<file path="config.mk">
export PLATFORM = sky130hd
export DESIGN_NAME = rle_decompression
export DESIGN_NICKNAME = d
export VERILOG_FILES = /design/src/rtl/rle_decompression.sv
export SDC_FILE = /design/constraint.sdc
export NUM_CORES = 1
export LEC_CHECK = 0
export BUFFER_PORTS_ARGS = -buffer_cell sky130_fd_sc_hd__buf_2
export CORE_MARGIN = 1
export CORE_UTILIZATION = 34
export DETAILED_ROUTE_END_ITERATION = 10
export HOLD_SLACK_MARGIN = 0.12
export SETUP_SLACK_MARGIN = 0.15
export SLEW_MARGIN = 40
export SYNTH_ARGS = -nofsm -noshare
export SYNTH_HDL_FRONTEND = slang
export SYNTH_SLANG_ARGS = --single-unit
</file>
<file path="constraint.sdc">
create_clock -name clk -period 2.3 [get_ports clk]
set_input_delay 0.46 -clock clk [delete_from_list [all_inputs] [get_ports clk]]
set_output_delay 0.46 -clock clk [all_outputs]
set_load 0.01 [all_outputs]
</file>
<file path="src/rtl/rle_decompression.sv">
`default_nettype none
// +--------------------------------------------------------------------------+
// | Module   : rle_decompression                                              |
// | Purpose  : PackBits-style RLE decoder / bypass with pixel coordinates.    |
// |            Optional stats outputs when RLE_DECOMP_STATS_EN is defined.    |
// | Revision : 1.0                                                            |
// +--------------------------------------------------------------------------+
module rle_decompression #(
  parameter int H_RES = 1920,
  parameter int V_RES = 1080
) (
  input  logic        clk,
  input  logic        rst,
  input  logic        enable,
  input  logic [1:0]  mode,
  input  logic [7:0]  data_in,
  input  logic        in_valid,
  output logic        in_ready,
  output logic [7:0]  data_out,
  output logic        out_valid,
  input  logic        out_ready,
  output logic [11:0] x,
  output logic [11:0] y,
  output logic        sof,
  output logic        eol,
  output logic        err
`ifdef RLE_DECOMP_STATS_EN
  ,
  output logic [15:0] pkt_cnt,
  output logic [15:0] frame_cnt
`endif
);

  localparam logic [11:0] c_x_last = 12'(H_RES - 1);
  localparam logic [11:0] c_y_last = 12'(V_RES - 1);

  typedef enum logic [1:0] {
    S_HDR     = 2'd0,
    S_RUN_VAL = 2'd1,
    S_RUN_OUT = 2'd2,
    S_LIT     = 2'd3
  } state_t;

  state_t      r_state;
  state_t      w_state_nxt;
  logic [6:0]  r_cnt;
  logic [6:0]  w_cnt_nxt;
  logic [7:0]  r_val;
  logic [7:0]  r_data;
  logic        r_valid;
  logic [11:0] r_x;
  logic [11:0] r_y;
  logic        r_err;
  logic        w_in_ready;
  logic        w_load;
  logic [7:0]  w_load_data;
  logic        w_hdr;
  logic        w_slot_free;
  logic        w_xfer;
  logic        w_x_last;
  logic        w_y_last;

  assign w_slot_free = !r_valid || out_ready;
  assign w_xfer      = enable && r_valid && out_ready;
  assign w_x_last    = (r_x == c_x_last);
  assign w_y_last    = (r_y == c_y_last);

  always_comb begin
    w_state_nxt = r_state;
    w_cnt_nxt   = r_cnt;
    w_in_ready  = 1'b0;
    w_load      = 1'b0;
    w_load_data = data_in;
    w_hdr       = 1'b0;
    case (r_state)
      S_HDR: begin
        if (mode == 2'b00) begin
          w_in_ready = enable && w_slot_free;
          if (in_valid && w_in_ready) w_load = 1'b1;
        end else if (mode == 2'b01) begin
          // Headers emit nothing, so they never wait on the output slot.
          w_in_ready = enable;
          if (in_valid && w_in_ready) begin
            w_hdr       = 1'b1;
            w_cnt_nxt   = data_in[6:0];
            w_state_nxt = data_in[7] ? S_RUN_VAL : S_LIT;
          end
        end
      end
      S_RUN_VAL: begin
        w_in_ready = enable && w_slot_free;
        if (in_valid && w_in_ready) begin
          w_load      = 1'b1;
          w_state_nxt = (r_cnt == 7'd0) ? S_HDR : S_RUN_OUT;
        end
      end
      S_RUN_OUT: begin
        if (enable && w_slot_free) begin
          w_load      = 1'b1;
          w_load_data = r_val;
          w_cnt_nxt   = r_cnt - 7'd1;
          if (r_cnt == 7'd1) w_state_nxt = S_HDR;
        end
      end
      S_LIT: begin
        w_in_ready = enable && w_slot_free;
        if (in_valid && w_in_ready) begin
          w_load = 1'b1;
          if (r_cnt == 7'd0) w_state_nxt = S_HDR;
          else               w_cnt_nxt   = r_cnt - 7'd1;
        end
      end
      default: w_state_nxt = S_HDR;
    endcase
  end

  always_ff @(posedge clk or negedge rst) begin
    if (!rst) begin
      r_state <= S_HDR;
      r_cnt   <= 7'd0;
      r_val   <= 8'd0;
      r_data  <= 8'd0;
      r_valid <= 1'b0;
      r_x     <= 12'd0;
      r_y     <= 12'd0;
      r_err   <= 1'b0;
    end else if (enable) begin
      r_state <= w_state_nxt;
      r_cnt   <= w_cnt_nxt;
      if (r_state == S_RUN_VAL && w_load) r_val <= data_in;
      if (w_load) begin
        r_data  <= w_load_data;
        r_valid <= 1'b1;
      end else if (out_ready) begin
        r_valid <= 1'b0;
      end
      if (w_xfer) begin
        if (w_x_last) begin
          r_x <= 12'd0;
          r_y <= w_y_last ? 12'd0 : r_y + 12'd1;
        end else begin
          r_x <= r_x + 12'd1;
        end
      end
      if (r_state == S_HDR) r_err <= mode[1];
    end
  end

`ifdef RLE_DECOMP_STATS_EN
  logic [15:0] r_pkt_cnt;
  logic [15:0] r_frame_cnt;

  always_ff @(posedge clk or negedge rst) begin
    if (!rst) begin
      r_pkt_cnt   <= 16'd0;
      r_frame_cnt <= 16'd0;
    end else if (enable) begin
      if (w_hdr) r_pkt_cnt <= r_pkt_cnt + 16'd1;
      if (w_xfer && w_x_last && w_y_last) r_frame_cnt <= r_frame_cnt + 16'd1;
    end
  end

  assign pkt_cnt   = r_pkt_cnt;
  assign frame_cnt = r_frame_cnt;
`endif

  // Reset gating keeps in_ready low while rst is held, independent of enable.
  assign in_ready  = rst && w_in_ready;
  assign data_out  = r_data;
  assign out_valid = r_valid;
  assign x         = r_x;
  assign y         = r_y;
  assign sof       = r_valid && (r_x == 12'd0) && (r_y == 12'd0);
  assign eol       = r_valid && w_x_last;
  assign err       = r_err;

endmodule
`default_nettype wire
</file>
==> impl_metrics.ini <==
[final_layout]
diodes = 0
syn2layout_area_growth_pct = 24.4
drive_gt1_share_pct = 32.3
fin_nets = 377

[placed_design]
dpl.hpwl_um = 4710
gp_congestion = 0.862
preCtsSetupSlack_ns = 0.167
placement.io_buffers = 51

[sta]
whs_ns = 0.304
worst_pin_slew_ns = 0.663
fin_skew_ns = 0.00415
clock.fmax_mhz = 467
hold_violations = 0
relSlewSlack_pct = 55.8
slew_violations = 0
fin_tns_setup_ns = 0
period_minus_slack_ns = 2.14
rsz0062_at_grt = true
worst_slack_ns = 0.159
finalSetupViolCount = 0
fin_crit_sh_pct = 93.1

[global_routing]
grtUsageTotal_pct = 16.1
grt_overflow = 0
grt_pass1_vias = 2275
grt_pass1_wl_um = 11200
grt_max_degree = 52
antenna_found_initial = 0

[clock_tree]
clock_path_buffers = 2
htree_num_levels = 2
cts-root-buf = clkbuf_8
cts_tree = done
worstSkewPairLatency_ns = 0.30
cts.sinks = 51
cts_made_buffers = 5
path_clk_slew_ns = 0.10

[worst_setup_path]
crit_type = register to primary output
worstPathArrival_ns = 1.68
worst-r2r-cell-count = 6
path_buf_inv = 1
crit_cells = 3
startpoint_type = register
cp_slowest_cell = or4_4
critical_path.cell_chain = or4_4 > nor4_4 > buf_2
cp_top_family = simple AND/OR/NAND/NOR gates
crit_required_ns = 1.84
critPathMaxStageDelay_ns = 0.58
endpoint_kind = primary output
crit_fanout = 2

[logic_synthesis]
syn_inst = 286
synth_top_area_share_pct = 45.4
ys_async_sr_fraction_pct = 100
yosysTopAreaCell = dfrtp_1
synth_edf_count = 0
synth.distinct_cells = 58
ys_seq_area_share_pct = 45.4
synth.avg_cell_area_um2 = 9.83
synth_ff_type = dfrtp_1
ys_seq_elements = 51
synth.top_cells.by_area = dfrtp_1, nand2_1, mux2i_1
synth_fp_nets = 308
syn_area_um2 = 2810
yosysWarnings = 0

[hold_path]
hold_class = input port to asynchronous set/reset pin

[floorplanning]
rows = 32
die_x_um = 92.9
start_util_pct = 35.8
core_area_um2 = 7850
fp.dieArea_um2 = 8640
dieHeight_um = 92.9
ios = 52

[route]
wl_met1_um = 3080
antenna_left = 0
drc_errors = 0
wl_met2_um = 3180
via_per_inst = 5.25
vias = 2405
routedWlPerCell_um = 14.5
firstDrtPassIters = 5
drtIter0Drc = 88
routed_wl_um = 6630
routed.top_layer = met4
route.met3.wl_um = 344

[job]
maxCapViolations = 0

[power_and_ir_drop]
ir_drop_v = 0.000453
leakage_nw = 1.59
pwr_density_cell_nw_per_um2 = 951

[outcome]
status = complete, no violations
-- layout by cell type, fill, tap and decap left out, types with 6 or more instances in the layout --
master,instances
a21oi_1,6
buf_2,51
buf_4,21
clkbuf_8,7
dfrtp_1,49
ha_1,6
inv_1,9
mux2_2,10
mux2i_1,12
nand2_1,32
nand4_1,11
nor2_1,18
nor3_1,8
o21ai_0,24
xnor2_1,7
-- synth_stat cells, types with 2 or more instances --
| cell type | n |
|---|---|
| dfrtp_1 | 51 |
| nand2_1 | 33 |
| o21ai_0 | 24 |
| nor2_1 | 19 |
| mux2i_1 | 12 |
| inv_1 | 11 |
| nand4_1 | 11 |
| mux2_2 | 10 |
| nor3_1 | 8 |
| ha_1 | 7 |
| xnor2_1 | 7 |
| a21oi_1 | 6 |
| nor4_1 | 6 |
| and3_1 | 5 |
| nand3_1 | 5 |
| o31ai_1 | 5 |
| buf_4 | 4 |
| o22ai_1 | 4 |
| xor2_1 | 4 |
| buf_2 | 3 |
| nand3b_1 | 3 |
| nor3b_1 | 3 |
| a31oi_1 | 2 |
| and2_1 | 2 |
| clkbuf_1 | 2 |
| nor2b_1 | 2 |
| nor4b_1 | 2 |
| o21a_1 | 2 |
| o21ai_1 | 2 |
| or2_2 | 2 |
| or4_1 | 2 |
-- flip-flops by register name, summed over array words and instances (netlist names) --
name and count:
r_val 8, err 1, x 12, y 12, r_state 2, data_out 8
r_cnt 7, out_valid 1
-- through the flow --
step / std cells / utilization [%] / instance area [um2] / power, mW
final: 458 / 44.6 / 3500 / 3.33
after global routing: 458 / 44.6 / 3500 / 3.59
after CTS: 456 / 43.4 / 3400 / 3.26
after detailed placement: 440 / 41.0 / 3220 / 2.67
after global placement: 440 / 41.0 / 3220 / 2.64
after floorplan: 286 / - / 2810 / 2.26
-- final timing paths --
path                             start     endpoint  slack, ns
setup / recovery                  y[7]          sof       0.16
hold / removal                     rst         x[0]       0.30
setup reg to reg              r_cnt[3]     r_cnt[2]       0.35
hold reg to reg            data_out[7]  data_out[7]       0.49
max in group asynchronous          rst        x[10]       1.51
min in group clk            data_in[5]     r_val[5]       0.43
-- what timing repair did --
item	in CTS	in global routing
hold buffers	0	0
setup endpoints to repair	4	5
setup buffers	8	2
resized for setup	6	14
pin swaps	0	6
cloned	0	0
-- cells by family (layout without fill, tap and decap cells) --
logic type / after synthesis / in the layout / share of synthesized area (%)
buffers and inverters: 22 / 92 / 3.87
AOI/OAI and AO/OA: 55 / 55 / 12.4
adders and majority gates: 7 / 7 / 3.12
and+or+nand+nor: 117 / 117 / 23.1
xor gates and xnor gates: 11 / 11 / 3.43
muxes: 23 / 23 / 8.68
DFF: 51 / 51 / 45.4
-- area by class of cell --
type / instances / area (um2)
clock buffers: 7 / 96.3
clock inverters: 1 / 7.51
fillers: 784 / 4350
inverters: 11 / 41.3
multi-input cells: 213 / 1520
flip-flops and latches: 51 / 1280
well taps: 102 / 128
repair buffers: 73 / 424
-- metal layers --
layer	up-vias	track usage (%)
li1	1176	-
met1	1163	22.4
met2	60	25.5
met3	6	4.11
met4	0	2.69
met5	-	0
-- where the power goes --
group          total, mW  internal (mW)  leakage (nW)  switching (mW)
logic               1.30          0.634         0.893           0.667
registers           1.45           1.17         0.648           0.285
clock network      0.575          0.274        0.0505           0.301
Note: power is estimated with default switching activity, not from simulation.
